### src/rtl/fp_writeback_buffer_if.sv
// Handshake bundle between the FP unit, the writeback buffer and the FP register file.
// The buffer takes the slave view; the FP unit and register file side takes the master view.
interface fp_writeback_buffer_if #(
    parameter int DATA_WIDTH     = 32,
    parameter int DEPTH          = 4,
    parameter int REG_ADDR_WIDTH = 5
);
    localparam int CNT_W = $clog2(DEPTH + 1);

    logic                      in_valid;
    logic                      in_ready;
    logic [DATA_WIDTH-1:0]     fp_result;
    logic                      fp_overflow;
    logic [REG_ADDR_WIDTH-1:0] rd_addr;
    logic                      wb_valid;
    logic                      wb_ready;
    logic [DATA_WIDTH-1:0]     wb_data;
    logic [REG_ADDR_WIDTH-1:0] wb_addr;
    logic                      wb_overflow;
    logic                      flag_overflow;
    logic                      flag_clear;
    logic [CNT_W-1:0]          count;

    modport master (
        output in_valid, fp_result, fp_overflow, rd_addr, wb_ready, flag_clear,
        input  in_ready, wb_valid, wb_data, wb_addr, wb_overflow, flag_overflow, count
    );

    modport slave (
        input  in_valid, fp_result, fp_overflow, rd_addr, wb_ready, flag_clear,
        output in_ready, wb_valid, wb_data, wb_addr, wb_overflow, flag_overflow, count
    );
endinterface

### src/rtl/fp_writeback_buffer.sv
// In-order FIFO of FP results (writes to x0 dropped) feeding the register file; one-cycle minimum latency, no bypass.
// Backpressure: in_ready drops only when all DEPTH entries are full, independent of wb_ready; sticky overflow flag.
module fp_writeback_buffer #(
    parameter int DATA_WIDTH     = 32,
    parameter int DEPTH          = 4,
    parameter int REG_ADDR_WIDTH = 5
) (
    input logic                  clk,
    input logic                  rst_n,
    fp_writeback_buffer_if.slave bus
);
    localparam int PTR_W = $clog2(DEPTH);
    localparam int CNT_W = $clog2(DEPTH + 1);

    logic [DATA_WIDTH-1:0]     r_data [DEPTH];
    logic [REG_ADDR_WIDTH-1:0] r_addr [DEPTH];
    logic                      r_ovf  [DEPTH];
    logic [PTR_W-1:0]          r_head;
    logic [PTR_W-1:0]          r_tail;
    logic [CNT_W-1:0]          r_count;
    logic                      r_flag;

    logic w_in_ready;
    logic w_wb_valid;
    logic w_accept;
    logic w_store;
    logic w_retire;

    assign w_in_ready = (r_count != CNT_W'(DEPTH));
    assign w_wb_valid = (r_count != '0);
    assign w_accept   = bus.in_valid && w_in_ready;
    assign w_store    = w_accept && (bus.rd_addr != '0);
    assign w_retire   = w_wb_valid && bus.wb_ready;

    // Entry storage is never visible while empty, so it carries no reset.
    always_ff @(posedge clk) begin
        if (w_store) begin
            r_data[r_tail] <= bus.fp_result;
            r_addr[r_tail] <= bus.rd_addr;
            r_ovf[r_tail]  <= bus.fp_overflow;
        end
    end

    always_ff @(posedge clk or negedge rst_n) begin
        if (!rst_n) begin
            r_head  <= '0;
            r_tail  <= '0;
            r_count <= '0;
        end else begin
            if (w_store) begin
                r_tail <= r_tail + PTR_W'(1);
            end
            if (w_retire) begin
                r_head <= r_head + PTR_W'(1);
            end
            case ({w_store, w_retire})
                2'b10:   r_count <= r_count + CNT_W'(1);
                2'b01:   r_count <= r_count - CNT_W'(1);
                default: r_count <= r_count;
            endcase
        end
    end

    // A setting accept takes priority over a clear in the same cycle.
    always_ff @(posedge clk or negedge rst_n) begin
        if (!rst_n) begin
            r_flag <= 1'b0;
        end else if (w_accept && bus.fp_overflow) begin
            r_flag <= 1'b1;
        end else if (bus.flag_clear) begin
            r_flag <= 1'b0;
        end
    end

    assign bus.in_ready      = w_in_ready;
    assign bus.wb_valid      = w_wb_valid;
    assign bus.wb_data       = w_wb_valid ? r_data[r_head] : '0;
    assign bus.wb_addr       = w_wb_valid ? r_addr[r_head] : '0;
    assign bus.wb_overflow   = w_wb_valid ? r_ovf[r_head]  : 1'b0;
    assign bus.flag_overflow = r_flag;
    assign bus.count         = r_count;
endmodule

### src/flat_wrapper.sv
// flat-port wrapper written by rule: the top's interface ports become plain ports
module fp_writeback_buffer_flat 
#(
    parameter int DATA_WIDTH     = 32,
    parameter int DEPTH          = 4,
    parameter int REG_ADDR_WIDTH = 5
)
  (clk, rst_n, bus_in_valid, bus_fp_result, bus_fp_overflow, bus_rd_addr, bus_wb_ready, bus_flag_clear, bus_in_ready, bus_wb_valid, bus_wb_data, bus_wb_addr, bus_wb_overflow, bus_flag_overflow, bus_count);
  fp_writeback_buffer_if #(.DATA_WIDTH(DATA_WIDTH), .DEPTH(DEPTH), .REG_ADDR_WIDTH(REG_ADDR_WIDTH)) bus_i ();
  input logic clk;
  input logic rst_n;
  input wire logic [$bits(bus_i.in_valid)-1:0] bus_in_valid;
  input wire logic [$bits(bus_i.fp_result)-1:0] bus_fp_result;
  input wire logic [$bits(bus_i.fp_overflow)-1:0] bus_fp_overflow;
  input wire logic [$bits(bus_i.rd_addr)-1:0] bus_rd_addr;
  input wire logic [$bits(bus_i.wb_ready)-1:0] bus_wb_ready;
  input wire logic [$bits(bus_i.flag_clear)-1:0] bus_flag_clear;
  output wire logic [$bits(bus_i.in_ready)-1:0] bus_in_ready;
  output wire logic [$bits(bus_i.wb_valid)-1:0] bus_wb_valid;
  output wire logic [$bits(bus_i.wb_data)-1:0] bus_wb_data;
  output wire logic [$bits(bus_i.wb_addr)-1:0] bus_wb_addr;
  output wire logic [$bits(bus_i.wb_overflow)-1:0] bus_wb_overflow;
  output wire logic [$bits(bus_i.flag_overflow)-1:0] bus_flag_overflow;
  output wire logic [$bits(bus_i.count)-1:0] bus_count;
  assign bus_i.in_valid = bus_in_valid;
  assign bus_i.fp_result = bus_fp_result;
  assign bus_i.fp_overflow = bus_fp_overflow;
  assign bus_i.rd_addr = bus_rd_addr;
  assign bus_i.wb_ready = bus_wb_ready;
  assign bus_i.flag_clear = bus_flag_clear;
  assign bus_in_ready = bus_i.in_ready;
  assign bus_wb_valid = bus_i.wb_valid;
  assign bus_wb_data = bus_i.wb_data;
  assign bus_wb_addr = bus_i.wb_addr;
  assign bus_wb_overflow = bus_i.wb_overflow;
  assign bus_flag_overflow = bus_i.flag_overflow;
  assign bus_count = bus_i.count;
  fp_writeback_buffer #(.DATA_WIDTH(DATA_WIDTH), .DEPTH(DEPTH), .REG_ADDR_WIDTH(REG_ADDR_WIDTH)) u_core (.clk(clk), .rst_n(rst_n), .bus(bus_i));
endmodule
### config.mk
export PLATFORM = sky130hd
export DESIGN_NAME = fp_writeback_buffer_flat
export DESIGN_NICKNAME = d
export VERILOG_FILES = /design/src/rtl/fp_writeback_buffer_if.sv /design/src/rtl/fp_writeback_buffer.sv /design/src/flat_wrapper.sv
export SDC_FILE = /design/constraint.sdc
export NUM_CORES = 1
export LEC_CHECK = 0
export ABC_AREA = 1
export CORE_UTILIZATION = 59
export DETAILED_ROUTE_END_ITERATION = 12
export PLACE_DENSITY = 0.95
export SLEW_MARGIN = 30
export SYNTH_ARGS = -nofsm -noshare
export SYNTH_HDL_FRONTEND = slang
export SYNTH_SLANG_ARGS = --single-unit
### constraint.sdc
create_clock -name clk -period 5.2 [get_ports clk]
set_input_delay 1.04 -clock clk [delete_from_list [all_inputs] [get_ports clk]]
set_output_delay 1.04 -clock clk [all_outputs]
set_load 0.02 [all_outputs]
==> results of run 1 <==
-- metrics by stage --
step                      hold WS, ns  worst slack (ns)  instances  cell area (um^2)  power, mW
after floorplan                 0.469              1.77        548              6600       3.21
after global placement          0.482              1.60        746              7450       3.87
after detailed placement        0.516              1.48        752              7600       4.04
after CTS                       0.535             0.791        784              8150       5.24
after global routing            0.580             0.956        784              8150       5.48
final                           0.533              1.06        784              8150       5.25
-- critical path: cells and delay by family (launching register included) --
family / cells / cell delay [ns]
AOI/OAI and AO/OA: 2 / 0.40
DFF: 1 / 0.84
buffers and inverters: 2 / 1.04
and+or+nand+nor: 2 / 0.26
-- layer usage --
layer | track usage, % | part of all wire (%)
met5 | 0 | 0
met4 | 11.4 | 3.0
met3 | 6.90 | 8.6
met2 | 44.8 | 50
met1 | 37.0 | 39
-- state kept, by name, summed over array words and instances (netlist names) --
name                      count
u_core.r_head                 2
u_core.bus.count              3
u_core.r_ovf                  4
u_core.r_data               128
u_core.r_tail                 2
u_core.r_addr                20
u_core.bus.flag_overflow      1
-- synth_stat cells --
library cell and count:
a21oi_1 28, nand3_1 3, a21oi_2 11, fa_1 1
clkbuf_1 6, nand2_2 11, xor2_1 2, buf_6 6
dfrtp_1 8, buf_4 5, inv_1 13, xnor2_1 1
nand3b_1 2, o21ai_0 32, buf_8 2, edfxtp_1 152
inv_6 1, buf_1 1, o21ai_1 9, nor2_1 82
inv_2 3, buf_2 8, buf_12 1, ha_1 5
nor2_2 1, nand2_1 154
-- worst paths after layout --
check                                         start  cells past startpoint                       end
setup / recovery                   u_core.r_head[0]                      6           bus_wb_data[20]
hold / removal             u_core.bus.flag_overflow                      2  u_core.bus.flag_overflow
setup reg to reg                u_core.bus.count[0]                      9       u_core.bus.count[2]
hold reg to reg            u_core.bus.flag_overflow                      2  u_core.bus.flag_overflow
max in group asynchronous                     rst_n                      1          u_core.r_head[0]
min in group asynchronous                     rst_n                      1          u_core.r_tail[0]
-- power by group through the flow --
stage	Combinational [mW]	Clock, mW	Sequential [mW]
finish	2.23	1.16	1.86
CTS	2.23	1.16	1.85
detailed placement	2.18	0	1.87
global placement	2.02	0	1.85
floorplan	1.40	0	1.81
global route	2.40	1.21	1.87
-- kinds of logic (layout without fill, tap and decap cells) --
logic type | after synthesis | in the layout | synth area share (%)
AO/OA/AOI/OAI | 80 | 80 | 6.70
XOR/XNOR | 3 | 3 | 0.398
adder cells (fa/ha/maj) | 6 | 6 | 1.25
buffers and inverters | 46 | 142 | 4.40
flip-flops | 160 | 160 | 72.2
AND/OR/NAND/NOR | 253 | 253 | 15.0
-- area by class of cell --
type                       count  area [um^2]  share of cell area [%]
sequential                   160         4770                    58.5
multi-input combinational    342         1570                    19.3
timing repair buffer          93         1020                    12.5
clock buffer                  21          429                    5.26
tap                          140          175                    2.15
clock inverter                11          116                    1.43
inverter                      17         71.3                   0.875
==> metrics.md, run 1 <==
| Metric | Value |
|---|---|
| Clock Latency Late Sink | `0.53 ns` |
| Vias in the first global route | `4425` |
| Post CTS Setup Buffer Count | `0` |
| CP startpoint kind | `flip-flop` |
| Type of the worst setup path | `flip-flop to primary output` |
| Required @ worst endpoint | `4.16 ns` |
| Slowest-stage cell, CP | `dfrtp_4` |
| Tot GR Track Use | `28.0%` |
| Clk sink count | `160` |
| Core area | `0.0109 mm^2` |
| DIE WIDTH | `108 um` |
| Reg power frac | `a little over a third` |
| Antenna violations before repair | `0` |
| Setup TNS | `0 ns` |
| Yosys warns | `0` |
| Synth Cell Area | `0.00660 mm^2` |
| Final Critical Period | `4.14 ns` |
| Worst-path clk slew | `0.07 ns` |
| Synth top area share | `69.2%` |
| First-pass GRT wire length | `23.5 mm` |
| Die Ht | `108 um` |
| Fin nets | `680` |
| Commonest non-fill, non-tap cells in the layout | `nand2_1 (154), edfxtp_1 (152), clkdlybuf4s50_1 (86), nor2_1 (78), o21ai_0 (32)` |
| WL per Instance | `~20 um` |
| FF+latch count, synth | `160` |
| Synth Area per Inst | `~12 um^2` |
| RSZ-0062 raised after global routing | `no` |
| Antenna-violating nets left | `0` |
| First-pass DRT Iterations | `5` |
| Grt total ovfl | `0` |
| Drt total wl | `15.4 mm` |
| Port buffer count | `between 80 and 90` |
| Root buffer cell | `clkbuf_8` |
| Utilization after layout | `between 70 and 80%` |
| Largest net degree at the start of global routing | `79` |
| GPL Wtd Cong | `0.706` |
| Initial Util | `60.6%` |
| Area leader, netlist | `edfxtp_1` |
| Die area | `0.0116 mm^2` |
| Initial DRC count | `419` |
| FP Rows | `38` |
| Synth cell types | `26` |
| Setup Viol. Count Final | `0` |
| Worst VDD drop | `0.000393 V` |
| Pwr dens | `643 mW/mm^2` |
| Comb pwr share | `42.5%` |
| Fillers | `603` |
| Post-cts resize count | `0` |
| Leakage | `3.00 nW` |
| Critical Path Fanout Max | `54` |
| Min-Delay Path Class | `flip-flop to flip-flop` |
| Total net switching power | `2.01 mW` |
| Max clock buf depth | `2` |
| Slew HR | `43.5%` |
| Sw Ratio | `between 30% and 40%` |
| CP endpoint kind | `primary output` |
| Fin. Hold Viols | `0` |
| Most common cell on crit path | `nor2_1` |
| CTS Buf Count | `17` |
| FF-to-FF setup slack | `~2.9 ns` |
| Clk_skew | `0.00724 ns` |
| Most common cell after layout, fill and taps aside | `nand2_1` |
| Worst Path Arrival | `3.10 ns` |
| Vias | `4562` |
| Synth area leaders | `edfxtp_1 (69%), nand2_1 (8.8%), nor2_1 (4.7%), dfrtp_1 (3.0%), o21ai_0 (2.4%)` |
| Slew @ Worst Pin | `around 0.85 ns` |
| Register area share after synthesis | `72.2%` |
| Part of the power in the clock network | `approximately 22%` |
| Cell internal pwr | `between 3 and 4 mW` |
| Critical-path cell list | `buf_4 > nor2_1 > nor2_1 > o21ai_0 > a21oi_1 > clkdlybuf4s50_1` |
| H-tree depth | `4` |
| Via/cell ratio | `5.82` |
| CP max stage delay | `between 0.8 and 0.9 ns` |
| Mapped Nets | `597` |
| Run status | `finished, final reports clean` |
| # DRC | `0` |
| Slew Limit Fails | `0` |
| Area grow syn2layout | `23.6%` |
| Inserted Diodes | `0` |
| Final Cycle Share | `79.7%` |
| Fmax | `241 MHz` |
| CTS Hold Bufs | `0` |
| I/O pins | `87` |
| CTS tree | `done` |
| Max cap viols | `0` |
| Layout cells sized above 1 | `10.2%` |
| Dpl hpwl | `8.80 mm` |
| Syn Inst Count | `about 550` |
Note: power is estimated with default switching activity, not from simulation.
==> run 2, diff against run 1 <==
--- a/config.mk
+++ b/config.mk
@@ -6,9 +6,9 @@
 export NUM_CORES = 1
 export LEC_CHECK = 0
 export ABC_AREA = 1
-export CORE_UTILIZATION = 59
+export CORE_UTILIZATION = 50
 export DETAILED_ROUTE_END_ITERATION = 12
-export PLACE_DENSITY = 0.95
+export PLACE_DENSITY = 0.86
 export SLEW_MARGIN = 30
 export SYNTH_ARGS = -nofsm -noshare
 export SYNTH_HDL_FRONTEND = slang
==> constraint.sdc (replaced) <==
create_clock -name clk -period 3.4 [get_ports clk]
set_input_delay 0.68 -clock clk [delete_from_list [all_inputs] [get_ports clk]]
set_output_delay 0.68 -clock clk [all_outputs]
set_load 0.02 [all_outputs]
==> run 2 against run 1 <==
Combinational power grew 54%. Largest cell class unchanged. Clock power grew 72%. Critical path depth is the same. Final area grew 1.4%. Flip-flop and latch count is the same. Clock-buffer cell count is the same. Register-to-register slack lost 1.5 ns. Via count shrank 4.5%.
==> metrics.md, run 2 (synthesis results as in run 1) <==
| Metric | Value |
|---|---|
| Run status | `finished, final reports clean` |
| Hold Path Stages | `2` |
| Port buffer count | `86` |
| Setup TNS | `0 ns` |
| GPL Wtd Cong | `0.773` |
| Final Cell Area | `between 0.008 and 0.009 mm^2` |
| Fin. Hold Viols | `0` |
| Slew HR | `65.2%` |
| CTS tree | `done` |
| Critical Path Fanout Max | `32` |
| Slew @ Worst Pin | `0.521 ns` |
| Clk_skew | `0.00675 ns` |
| Worst-path clk slew | `0.06 ns` |
| Area of the multi-input gates | `about 0.0016 mm^2` |
| Worst Path Arrival | `2.54 ns` |
| Max FFs per register | `between 100 and 150` |
| Tot GR Track Use | `21.8%` |
| Die area | `0.0137 mm^2` |
| Clock Latency Late Sink | `0.42 ns` |
| Setup Viol. Count Final | `0` |
| Leakage | `3.04 nW` |
| # DRC | `0` |
| Slew Limit Fails | `0` |
| I/O pins | `87` |
| Fmax | `311 MHz` |
| FF-to-FF path depth | `8` |
| Pwr dens | `992 mW/mm^2` |
| Flip-flop and latch area | `0.00477 mm^2` |
| Cells after DPL | `786` |
| Worst VDD drop | `0.000612 V` |
| Max clock buf depth | `2` |
| Via/cell ratio | `between 5 and 6` |
| Commonest non-fill, non-tap cells in the layout | `nand2_1 (154), edfxtp_1 (152), clkdlybuf4s50_1 (86), nor2_1 (78), o21ai_0 (32)` |
| Grt total ovfl | `0` |
| Root buffer cell | `clkbuf_16` |
| Antenna-violating nets left | `0` |
| Hold path startpoint | `u_core.bus.flag_overflow` |
| Reg2reg end | `u_core.bus.count[1]` |
| FF-to-FF setup slack | `1.47 ns` |
| CP startpoint kind | `flip-flop` |
| Antenna violations before repair | `0` |
| Fin nets | `just under 700` |
| Biggest regs | `u_core.r_data: 128 flops, u_core.r_addr: 20 flops, u_core.r_ovf: 4 flops` |
| Die Ht | `117 um` |
| DIE WIDTH | `117 um` |
| Required @ worst endpoint | `2.72 ns` |
| Final Cycle Share | `94.7%` |
| Core area | `0.0127 mm^2` |
| First-pass DRT Iterations | `5` |
| FP Rows | `slightly above 40` |
| Dpl hpwl | `about 7.9 mm` |
| Utilization after layout | `65.0%` |
| Fin cells | `~820` |
| Vias | `4355` |
| Layout cells sized above 1 | `10.5%` |
| CP endpoint kind | `primary output` |
| WL per Instance | `17.0 um` |
| Fillers | `~890` |
| Drt total wl | `13.9 mm` |
| Initial Util | `51.8%` |
| Min-Delay Path Class | `flip-flop to flip-flop` |
| RSZ-0062 raised after global routing | `no` |
| CTS Buf Count | `17` |
| Pwr Total | `8.20 mW` |
| Initial DRC count | `407` |
| Largest net degree at the start of global routing | `79` |
| Max cap viols | `0` |
| Area grow syn2layout | `25.3%` |
| Final Critical Period | `3.22 ns` |
| Largest Register | `u_core.r_data` |
| Vias in the first global route | `4299` |
| Post-DP Area | `0.00762 mm^2` |
| Type of the worst setup path | `flip-flop to primary output` |
| Hold Path End | `u_core.bus.flag_overflow` |
| Clk sink count | `between 150 and 200` |
| First-pass GRT wire length | `~22 mm` |
| Worst R2R Start | `u_core.bus.count[0]` |
| H-tree depth | `4` |
| Inserted Diodes | `0` |
| Most common cell after layout, fill and taps aside | `nand2_1` |
==> run 2: cell types whose count changed in the layout (fill, tap and decap cells not counted), moves of 2 or more <==
cell,previous run,this run
clkinvlp_4,5,3
buf_16,5,0
clkinv_2,3,1
buf_12,0,6
bufinv_16,2,5
==> run 2: how the worst max path moves through the flow <==
stage,end,from,slack [ns],depth (start not counted)
after floorplan,u_core.r_addr[0][0],bus_in_valid,0.33,4
after global placement,bus_wb_data[16],u_core.r_head[0],0.57,6
after detailed placement,bus_wb_overflow,u_core.r_head[0],0.51,6
after CTS,bus_wb_overflow,u_core.r_head[0],0.06,6
after global routing,bus_wb_overflow,u_core.r_head[0],0.02,6
final,bus_wb_overflow,u_core.r_head[0],0.18,6
==> run 2: area by class of cell <==
type | instances | area share [%]
flip-flops and latches | 160 | 57.7
multi-input cells | 342 | 19.0
repair buffers | 95 | 12.2
clock buffers | 21 | 5.33
well taps | 172 | 2.60
clock inverters | 10 | 2.25
inverters | 17 | 0.953
==> run 2: worst max-delay path, cell delays in order, from the launching register on <==
cell             delay [ns]
dfrtp_4                0.60
buf_6                  0.30
nor2_1                 0.08
nor2_1                 0.11
o21ai_0                0.10
a21oi_1                0.21
clkdlybuf4s50_1        0.70
==> run 2: per-stage QoR <==
stage / setup WS (ns) / hold WS (ns)
final: 0.181 / 0.534
after global routing: 0.0182 / 0.563
after CTS: 0.0561 / 0.527
after detailed placement: 0.510 / 0.514
after global placement: 0.569 / 0.484
after floorplan: 0.325 / 0.384
==> run 2: where the power goes <==
group	switching (mW)	internal, mW
sequential	0.172	2.59
clock	0.700	1.30
combinational	2.11	1.33
total	2.98	5.22
==> run 2: what timing repair did <==
| action | 4_1_cts | 5_1_grt |
|---|---|---|
| buffers inserted | 0 | 0 |
| endpoints found under the setup margin | 3 | 2 |
| hold endpoints to repair | 0 | 0 |
| hold buffers | 0 | 0 |
| cloned | 0 | 0 |
| gates resized for setup | 2 | 4 |
==> run 2: routing by layer <==
layer / vias up / routed length, um / track usage, %
li1: 2035 / - / -
met1: 2105 / 5640 / 27.0
met3: 20 / 1020 / 5.25
met4: 0 / 212 / 8.61
met5: - / 0 / 0
met2: 195 / 7000 / 37.0
